File: config.mk
export PLATFORM = sky130hd
export DESIGN_NAME = pc_redirect_unit
export DESIGN_NICKNAME = d
export VERILOG_FILES = /design/src/rtl/pc_redirect_unit.sv
export SDC_FILE = /design/constraint.sdc
export NUM_CORES = 1
export LEC_CHECK = 0
export CELL_PAD_IN_SITES_DETAIL_PLACEMENT = 1
export CELL_PAD_IN_SITES_GLOBAL_PLACEMENT = 1
export CORE_ASPECT_RATIO = 0.5
export CORE_MARGIN = 8
export CORE_UTILIZATION = 35
export DETAILED_ROUTE_END_ITERATION = 10
export GPL_TIMING_DRIVEN = 0
export PLACE_DENSITY_LB_ADDON = 0.1
export SLEW_MARGIN = 20
export SYNTH_ARGS = -nofsm -noshare
export SYNTH_HDL_FRONTEND = slang
export SYNTH_SLANG_ARGS = --single-unit
File: constraint.sdc
create_clock -name i_clk -period 3.07 [get_ports i_clk]
set_clock_uncertainty 0.05 [all_clocks]
set_input_delay 0.614 -clock i_clk [delete_from_list [all_inputs] [get_ports i_clk]]
set_output_delay 0.614 -clock i_clk [all_outputs]
set_load 0.02 [all_outputs]
File: src/rtl/pc_redirect_unit.sv
// Fetch PC owner: advances, holds or redirects the PC and times the wrong-path flush.
// All outputs registered (one-edge latency from inputs); stall holds pc in RUN only.
module pc_redirect_unit #(
    parameter logic [31:0] RESET_PC     = 32'h0000_0000,
    parameter int          FLUSH_CYCLES = 2,
    parameter int          CNT_W        = 16
) (
    input  logic             i_clk,
    input  logic             i_rst,
    input  logic             i_stall,
    input  logic             i_branch_valid,
    input  logic             i_branch_taken,
    input  logic [31:0]      i_branch_pc,
    input  logic [31:0]      i_branch_offset,
    input  logic             i_jump_valid,
    input  logic [31:0]      i_jump_target,
    input  logic             i_halt,
    output logic [31:0]      o_pc,
    output logic             o_pc_valid,
    output logic             o_flush,
    output logic             o_misaligned,
    output logic [CNT_W-1:0] o_redirect_count
);

    typedef enum logic [1:0] {
        S_BOOT   = 2'd0,
        S_RUN    = 2'd1,
        S_FLUSH  = 2'd2,
        S_HALTED = 2'd3
    } state_t;

    localparam logic [2:0]       FLUSH_LOAD = 3'(FLUSH_CYCLES);
    localparam logic [CNT_W-1:0] CNT_MAX    = '1;
    localparam logic [CNT_W-1:0] CNT_ONE    = CNT_W'(1);

    state_t           r_state;
    state_t           w_state_nxt;
    logic [31:0]      r_pc;
    logic [31:0]      w_pc_nxt;
    logic             r_pc_valid;
    logic             w_pc_valid_nxt;
    logic             r_flush;
    logic             w_flush_nxt;
    logic             r_misaligned;
    logic             w_misaligned_nxt;
    logic [CNT_W-1:0] r_cnt;
    logic [CNT_W-1:0] w_cnt_nxt;
    logic [2:0]       r_fcnt;
    logic [2:0]       w_fcnt_nxt;

    logic [31:0]      w_branch_tgt;
    logic [31:0]      w_jump_tgt;
    logic [31:0]      w_tgt;
    logic             w_tgt_mis;
    logic             w_redirect;

    assign w_branch_tgt = i_branch_pc + 32'd4 + (i_branch_offset << 2);
    assign w_jump_tgt   = i_jump_target << 2;
    assign w_redirect   = i_jump_valid | (i_branch_valid & i_branch_taken);
    assign w_tgt        = i_jump_valid ? w_jump_tgt : w_branch_tgt;
    // The shifted jump target is always word-aligned, so the jump word address's
    // own low bits are what flag a misaligned jump.
    assign w_tgt_mis    = i_jump_valid ? (|i_jump_target[1:0]) : (|w_branch_tgt[1:0]);

    always_ff @(posedge i_clk or posedge i_rst) begin
        if (i_rst) begin
            r_state      <= S_BOOT;
            r_pc         <= RESET_PC;
            r_pc_valid   <= 1'b0;
            r_flush      <= 1'b0;
            r_misaligned <= 1'b0;
            r_cnt        <= '0;
            r_fcnt       <= 3'd0;
        end else begin
            r_state      <= w_state_nxt;
            r_pc         <= w_pc_nxt;
            r_pc_valid   <= w_pc_valid_nxt;
            r_flush      <= w_flush_nxt;
            r_misaligned <= w_misaligned_nxt;
            r_cnt        <= w_cnt_nxt;
            r_fcnt       <= w_fcnt_nxt;
        end
    end

    always_comb begin
        w_state_nxt      = r_state;
        w_pc_nxt         = r_pc;
        w_pc_valid_nxt   = r_pc_valid;
        w_flush_nxt      = r_flush;
        w_misaligned_nxt = r_misaligned;
        w_cnt_nxt        = r_cnt;
        w_fcnt_nxt       = r_fcnt;

        case (r_state)
            S_BOOT: begin
                w_state_nxt    = S_RUN;
                w_pc_valid_nxt = 1'b1;
            end
            S_RUN, S_FLUSH: begin
                if (w_redirect) begin
                    w_state_nxt      = S_FLUSH;
                    w_pc_nxt         = {w_tgt[31:2], 2'b00};
                    w_flush_nxt      = 1'b1;
                    w_fcnt_nxt       = FLUSH_LOAD;
                    w_misaligned_nxt = r_misaligned | w_tgt_mis;
                    w_cnt_nxt        = (r_cnt == CNT_MAX) ? r_cnt : r_cnt + CNT_ONE;
                end else if (i_halt) begin
                    w_state_nxt    = S_HALTED;
                    w_pc_valid_nxt = 1'b0;
                    w_flush_nxt    = 1'b0;
                    w_fcnt_nxt     = 3'd0;
                end else if ((r_state == S_RUN) && i_stall) begin
                    w_pc_nxt = r_pc;
                end else begin
                    w_pc_nxt = r_pc + 32'd4;
                    if (r_state == S_FLUSH) begin
                        // Counter value 1 marks the last flush cycle.
                        if (r_fcnt <= 3'd1) begin
                            w_state_nxt = S_RUN;
                            w_flush_nxt = 1'b0;
                            w_fcnt_nxt  = 3'd0;
                        end else begin
                            w_fcnt_nxt = r_fcnt - 3'd1;
                        end
                    end
                end
            end
            S_HALTED: begin
                w_pc_valid_nxt = 1'b0;
                w_flush_nxt    = 1'b0;
            end
            default: begin
                w_state_nxt = S_BOOT;
            end
        endcase
    end

    assign o_pc             = r_pc;
    assign o_pc_valid       = r_pc_valid;
    assign o_flush          = r_flush;
    assign o_misaligned     = r_misaligned;
    assign o_redirect_count = r_cnt;

endmodule

-- Yosys cells after proc, flatten, opt, wreduce, memory -nomap -nowiden
Cells that the tools add are included.
- bits in registers: 56
- bits of input ports: 103
- output and inout port bits: 51
- logic and storage cells: 69
- $add $sub $neg: 5
- $lt $le $gt $ge: 1
- equal/unequal tests: 12
- muxes and demuxes: 25
- bitwise logic cells: 4
- reduce and logical (&&, ||, !) cells: 15
- operators by type and width (kind ; count):
    32-bit 2-to-1 mux ; 4
    32-bit by 3-bit adder with 32-bit output, second input constant ; 2
    32-bit adder ; 1
    16-bit by 1-bit adder with 16-bit output, second input constant ; 1
    16-bit equality test, second input constant ; 1
    3-bit 2-to-1 mux ; 5
    4-bit inequality test, second input constant ; 3
    2-bit 2-to-1 mux ; 5
    3-bit AND reduction ; 3
    1-bit 2-to-1 mux ; 8
    4-bit AND reduction ; 2
    2-bit inequality test, second input constant ; 3
    2-bit OR reduction ; 3
    2-bit equality test, second input constant ; 2
    2-bit one-hot mux with 2 select lines ; 1
    2-bit AND reduction ; 2
    2-bit nonzero test ; 2
    3-bit by 1-bit <= comparator with 1-bit output, second input constant ; 1
    3-bit inequality test, second input constant ; 1
    1-bit one-hot mux with 3 select lines ; 1
    3-bit nonzero test ; 1
    3-bit by 1-bit subtractor with 3-bit output, second input constant ; 1
    2-bit by 1-bit equality test with 1-bit output, second input constant ; 1
    2-bit zero test ; 1
    6 further kinds ; 7

-- Longest topological paths before layout
Gate-level depths: netlist of run 1.
- word-level depth: 7
- mapped depth: 13
- depth with buffers taken out: 13

-- Worst setup path before layout of run 1
No wires, ideal clock.
- path type: input-to-reg
- start point: in i_branch_pc[3]
- end point: reg r_pc[31] (netlist: o_pc[31])
- library setup time: 0.124 ns
- data arrival time: 3.021 ns
- data required time: 2.896 ns
- slack: -0.125 ns
- stages: 11
- cell sequence: ha_1 -> ha_1 -> fa_1 -> a21oi_1 -> o21ai_0 -> a21oi_1 -> o211a_1 -> o21ai_0 -> a211oi_1 -> mux2i_1 -> a211o_1
- longest elaborated chain between the ends: 4
- ends and longest elaborated chain (item ; RTL line ; text):
    start, declared ; 13 ; input logic [31:0] i_branch_pc,
    32-bit by 3-bit adder with 32-bit output ; 57 ; assign w_branch_tgt = i_branch_pc + 32'd4 + (i_branch_offset << 2);
    32-bit adder ; 57 ;
    32-bit 2-to-1 mux ; 60 ; assign w_tgt = i_jump_valid ? w_jump_tgt : w_branch_tgt;
    32-bit 2-to-1 mux ; 100 ; if (w_redirect) begin
    end signal, assigned ; 76 ; r_pc <= w_pc_nxt;
    end, declared ; 38 ; logic [31:0] r_pc;
Every way passes these cells.
A chain may end at the register's enable or synchronous reset.

-- Worst setup path after layout of run 1
- start point: in i_branch_pc[11]
- end point: reg r_pc[16] (netlist: o_pc[16])
Same word-level chain as after synthesis.

==> flow_summary.toml, run 1 <==
[final_layout]
layout.nets = 977
final_common_cell = "clkdlybuf4s50_1"
multi_input_area_um2 = 4090
diodes = 0
regArea_um2 = 1350
fillers = 1696
syn2layout_area_growth_pct = 46.7
drive_gt1_share_pct = 13.2
layout_common_cells = "clkdlybuf4s50_1, nand2_1, dfrtp_1"
instances_no_fill = 1007

[cts]
htree_levels = 2
numCtsBuffers = 5
ctsRootBufferMaster = "clkbuf_16"
clockBufferDepth = 2
cts.clk_slew.worst_paths_ns = 0.07
insertion_delay_ns = 0.30
tritoncts = "built"
clock-sinks = 54

[yosys]
synth-async-reset-ratio_pct = 100
ys_seq_area_share_pct = 26.0
syn_area_um2 = 5190
ys.warnings.count = 0
synthFlopType = "dfrtp_1"
netlist.area_leader.share_pct = 26.0
synth.avg_cell_area_um2 = 8.09
synth_area_leaders = "dfrtp_1, ha_1, a21oi_1"
synth_top_area_cell = "dfrtp_1"
synthCells = 641
synth_cell_type_count = 71
synth-seq-cells = 54
synth_edf_count = 0

[placed_design]
place_hpwl_um = 15700
io_buffers = 146
dp_cells = 987
gp_congestion = 0.877

[drt]
ant_nets = 0
wl_per_cell_um = 20.8
wirelength_um = 20900
first_pass_iters = 5
initialDrtViolationCount = 260
drc_errors = 0
vias = 5728
vias_per_cell = 5.69

[floorplanning]
initial_core_util_pct = 35.9
rows = 31
ioPinCount = 154
die_w_um = 188
die_h_um = 102
dieArea_um2 = 19200
core_um2 = 14500

[power]
p_seq_share_pct = 26.7
pwr-share-clk_pct = 13.3
p_int_uw = 2670
switchingPower_uw = 2420
power_leakage_uw = 0.00311
power_density_nw_per_um2 = 668
vdd_drop_max_v = 0.000301
switching_share_pct = 47.5
combinationalPowerShare_pct = 60.0

[critical_path]
worst_path_dominant_cell_family = "compound AO/OA/AOI/OAI gates"
cp-end-kind = "flip-flop"
cp_max_fo = 6
cp.required_ns = 3.18
critical_path.reg2reg.endpoint = "o_pc[20]"
r2r-start = "o_pc[2]"
slowest_delay_ns = 0.60
r2r_slack_ns = 0.35
path_depth = 11
path_buf_inv = 3
critical-path-slowest-cell = "or4b_4"
cp_cell_sequence = "dlygate4sd2_1 -> ha_4 -> ha_4 -> a21oi_2 -> o21ai_1 -> or4b_4 -> a41o_2 -> buf_4 -> buf_4 -> xnor2_2 -> o221ai_1"
cp-start-kind = "input pin"
crit_path_end = "o_pc[16]"
worstSetupPathType = "input pin to flip-flop"
reg2reg_depth = 9
critical_path_arrival_ns = 3.12
crit_start = "i_branch_pc[11]"

[timing]
hold_slack_ns = 0.418
finalSetupViolCount = 0
worst_pin_slew_ns = 0.858
period_needed_ns = 3.01
fmax_mhz = 332
finalCritPeriodShare_pct = 98.0
final-max-slew-violation-count = 0
slew_headroom_pct = 42.4
hold_violations = 0
setup_tns_ns = 0

[global_route]
grt_pass1_vias = 6045
grt_overflow = 0
grt_max_degree = 53
grt_pass1_wl_um = 33000
grtUsageTotal_pct = 21.4
grt_antenna_before_repair = 2

[hold_path]
hold_path.class = "flip-flop to flip-flop"

[run]
drv_cap = 0

[outcome]
status = "completed"
per-layer routing:
metal	wire, um	GRT usage [%]
met5	22	0
met4	302	5.72
met3	1350	4.90
met2	9630	35.8
met1	9590	27.7
final cells by class:
| cell class | instances | share of cell area [%] |
|---|---|---|
| inverter | 25 | 1.27 |
| sequential | 54 | 17.8 |
| timing repair buffer | 163 | 20.5 |
| tap | 198 | 3.25 |
| buffer | 24 | 1.33 |
| clock buffer | 6 | 1.69 |
| multi-input combinational | 535 | 53.7 |
| clock inverter | 2 | 0.493 |
cells by family after synthesis:
kind of cell / count (synthesis) / synth area share (%)
AOI/OAI and AO/OA: 208 / 25.6
and+or+nand+nor: 217 / 21.0
buffers and inverters: 53 / 4.00
muxes: 4 / 0.820
xor gates and xnor gates: 38 / 6.41
other: 1 / 0.0723
adders and majority gates: 66 / 16.1
DFF: 54 / 26.0
Yosys cell counts (all sizes together), types with 4 or more instances:
| cell | n |
|---|---|
| nand2b | 6 |
| inv | 25 |
| a21o | 14 |
| o211ai | 4 |
| a22oi | 6 |
| dfrtp | 54 |
| nand4 | 17 |
| a31oi | 8 |
| o21bai | 6 |
| nand3 | 28 |
| o311ai | 4 |
| and4 | 4 |
| o21ai | 53 |
| nor3 | 22 |
| nor2 | 43 |
| and3 | 12 |
| buf | 6 |
| a211oi | 9 |
| ha | 65 |
| xor2 | 13 |
| nor4 | 5 |
| o31ai | 7 |
| xnor2 | 25 |
| o221ai | 7 |
| a21oi | 60 |
| nand2 | 64 |
| clkbuf | 22 |
worst min-delay path by stage:
stage | startpoint | endpoint | slack [ns] | depth (start not counted)
2_1_floorplan | r_fcnt[0] | r_fcnt[0] | 0.44 | 1
3_5_place_dp | o_misaligned | o_misaligned | 0.40 | 1
5_1_grt | o_misaligned | o_misaligned | 0.43 | 1
3_3_place_gp | o_misaligned | o_misaligned | 0.40 | 1
6_report | o_misaligned | o_misaligned | 0.42 | 1
4_1_cts | o_misaligned | o_misaligned | 0.42 | 1
per-stage QoR:
stage / cell area [um2] / power, uW / utilization, % / worst slack (ns)
after global routing: 7610 / 5410 / 52.6 / -0.0295
after detailed placement: 6950 / 4220 / 48.1 / -0.973
after CTS: 7460 / 5000 / 51.6 / -0.0170
after floorplan: 5210 / 2930 / - / -0.0232
final: 7610 / 5080 / 52.6 / 0.0624
after global placement: 6920 / 4140 / 47.9 / -0.968
flip-flops by register name (all words and copies together) (netlist names):
signal / count
o_flush: 1
r_state: 2
r_fcnt: 3
o_redirect_count: 16
o_pc_valid: 1
o_pc: 30
o_misaligned: 1
power groups by stage:
stage	Clock, uW	Combinational, uW	Sequential (uW)
3_3_place_gp	0	2780	1350
5_1_grt	720	3280	1400
3_5_place_dp	0	2850	1370
4_1_cts	683	2970	1350
2_1_floorplan	0	1370	1570
6_report	674	3050	1360
worst reg2reg max path, cell delays in order, from the launching register on:
cell	delay [ns]
dfrtp_1	0.42
ha_1	0.25
nand4_1	0.43
nor4_2	0.59
and3_1	0.24
nand3_1	0.10
xor2_1	0.15
nor2_1	0.06
a211oi_1	0.21
o21ai_0	0.11
timing repair:
item,in CTS,in global routing
gates resized for setup,62,46
setup endpoints to repair,26,22
pin swaps,36,23
buffers inserted,10,6
hold buffers,0,0
Note: power is estimated with default switching activity, not from simulation.
==> inputs of run 2 (changes only) <==
Settings changed: CORE_MARGIN 8 to 2.
==> flow_summary.toml, run 2 (synthesized netlist as in run 1, its figures left out) <==
[timing]
worst_pin_slew_ns = 0.849
fmax_mhz = 330
hold_violations = 0
finalSetupViolCount = 0
slew_headroom_pct = 43.0
finalCritPeriodShare_pct = 98.8
fin_ws_ns = 0.0379
final-max-slew-violation-count = 0
period_needed_ns = 3.03

[global_route]
grt_max_degree = 49
grt_antenna_before_repair = 0
grt_pass1_vias = 6013
grtUsageTotal_pct = 25.9
grt_overflow = 0
grt_pass1_wl_um = 32700

[final_layout]
multi_input_area_um2 = 4220
layout_common_cells = "clkdlybuf4s50_1, nand2_1, dfrtp_1"
largest_register_ffs = 30
drive_gt1_share_pct = 17.0
syn2layout_area_growth_pct = 52.3
final_core_util_pct = 54.6
diodes = 0
layout.nets = 999
fillers = 1683
regArea_um2 = 1350
final_common_cell = "clkdlybuf4s50_1"

[run]
drv_cap = 0

[floorplanning]
initial_core_util_pct = 35.9
dieArea_um2 = 15900
die_w_um = 176
die_h_um = 90.1
core_um2 = 14500
rows = 31
ioPinCount = 154

[power]
p_seq_share_pct = 26.5
combinationalPowerShare_pct = 61.7
pwr-share-clk_pct = 11.8
power_leakage_uw = 0.00324
switchingPower_uw = 2490
switching_share_pct = 48.3
power_density_nw_per_um2 = 651
vdd_drop_max_v = 0.000294
p_int_uw = 2660

[drt]
wl_per_cell_um = 21.1
top_layer_used = "met4"
wirelength_um = 21700
route.met2.wl_um = 10500
first_pass_iters = 4
ant_nets = 0
vias_per_cell = 5.70
initialDrtViolationCount = 280
vias = 5868
drc_errors = 0
wl_met1_um = 9930
wl_met3_um = 892

[placed_design]
place_hpwl_um = 14800
dp_slack_ns = -1.05
gp_congestion = 0.883
io_buffers = 146

[cts]
cts.clk_slew.worst_paths_ns = 0.08
insertion_delay_ns = 0.31
clockBufferDepth = 2
htree_levels = 2
ctsRootBufferMaster = "clkbuf_16"
tritoncts = "built"
hold_buffers = 0
clock-sinks = 54
numCtsBuffers = 5

[critical_path]
cp-start-kind = "input pin"
cp_max_fo = 4
cp.required_ns = 3.19
cpMostUsedCell = "ha_4"
slowest_delay_ns = 0.56
critical_path_arrival_ns = 3.16
cp-end-kind = "flip-flop"
worst_path_dominant_cell_family = "compound AO/OA/AOI/OAI gates"
path_buf_inv = 1
critical-path-slowest-cell = "or4b_4"
cp_cell_sequence = "dlygate4sd2_1 -> ha_4 -> ha_4 -> o21ai_4 -> nor4_4 -> or4b_4 -> nand4_4 -> o21ai_1 -> a31o_1 -> o311ai_2 -> o211ai_1"
worstSetupPathType = "input pin to flip-flop"

[hold_path]
hold_path.class = "flip-flop to flip-flop"

[outcome]
status = "completed"
-- run 2: cell types whose count changed in the layout (fill, tap and decap cells not counted), sizes merged --
cell | previous run | this run
dlymetal6s2s | 1 | 4
buf | 23 | 45
bufinv | 1 | 0
clkdlybuf4s15 | 1 | 2
dlygate4sd2 | 11 | 8
clkbuf | 31 | 29
clkinv | 0 | 2
-- run 2: power groups by stage --
stage                     sequential [uW]  clock, uW  combinational (uW)
final                                1370        606                3170
after CTS                            1350        607                3000
after global routing                 1410        638                3420
after global placement               1360          0                2760
after detailed placement             1370          0                2820
after floorplan                      1570          0                1370
-- run 2: worst reg2reg max path: stages, from the launching register on --
cell      delay (ns)
dfrtp_1         0.43
ha_1            0.26
nand4_1         0.45
nor4_2          0.60
and3_1          0.25
nand3_1         0.09
xor2_1          0.15
nor2_1          0.06
a211oi_1        0.23
o21ai_0         0.12
-- run 2: area by class of cell --
class                   instances  area share [%]
inverters                      25            1.22
flip-flops and latches         54            17.1
plain buffers                  24            1.28
repair buffers                185            22.1
clock inverters                 3           0.269
well taps                     198            3.13
clock buffers                   5            1.58
multi-input cells             535            53.3
-- run 2: path summary, 6_finish.rpt --
path,cells past startpoint,end,startpoint,slack (ns)
setup / recovery,11,o_pc[30],i_branch_pc[5],0.04
hold / removal,1,o_misaligned,o_misaligned,0.43
setup reg to reg,9,o_pc[20],o_pc[2],0.28
hold reg to reg,1,o_misaligned,o_misaligned,0.43
max in group asynchronous,3,o_flush,i_rst,2.01
min in group asynchronous,2,o_redirect_count[2],i_rst,0.49
-- run 2: what timing repair did --
item	CTS	global route
endpoints found under the setup margin	20	23
cloned	0	0
gates resized for setup	65	64
setup buffers	29	9
pin swaps	42	34
-- run 2: stage by stage --
stage	hold WS (ns)	area, um2	power, uW	std cells	setup TNS [ns]
2_1_floorplan	0.435	5210	2930	642	-0.0232
3_3_place_gp	0.411	6920	4110	986	-23.11
3_5_place_dp	0.420	6950	4190	987	-16.28
4_1_cts	0.437	7590	4960	1020	0
5_1_grt	0.458	7900	5470	1029	-0.0642
6_report	0.435	7900	5150	1029	0
-- run 2: routing by layer --
layer | track usage, % | up-vias
li1 | - | 2766
met5 | 0 | -
met2 | 44.0 | 161
met1 | 35.2 | 2913
met3 | 3.30 | 28
met4 | 5.92 | 0
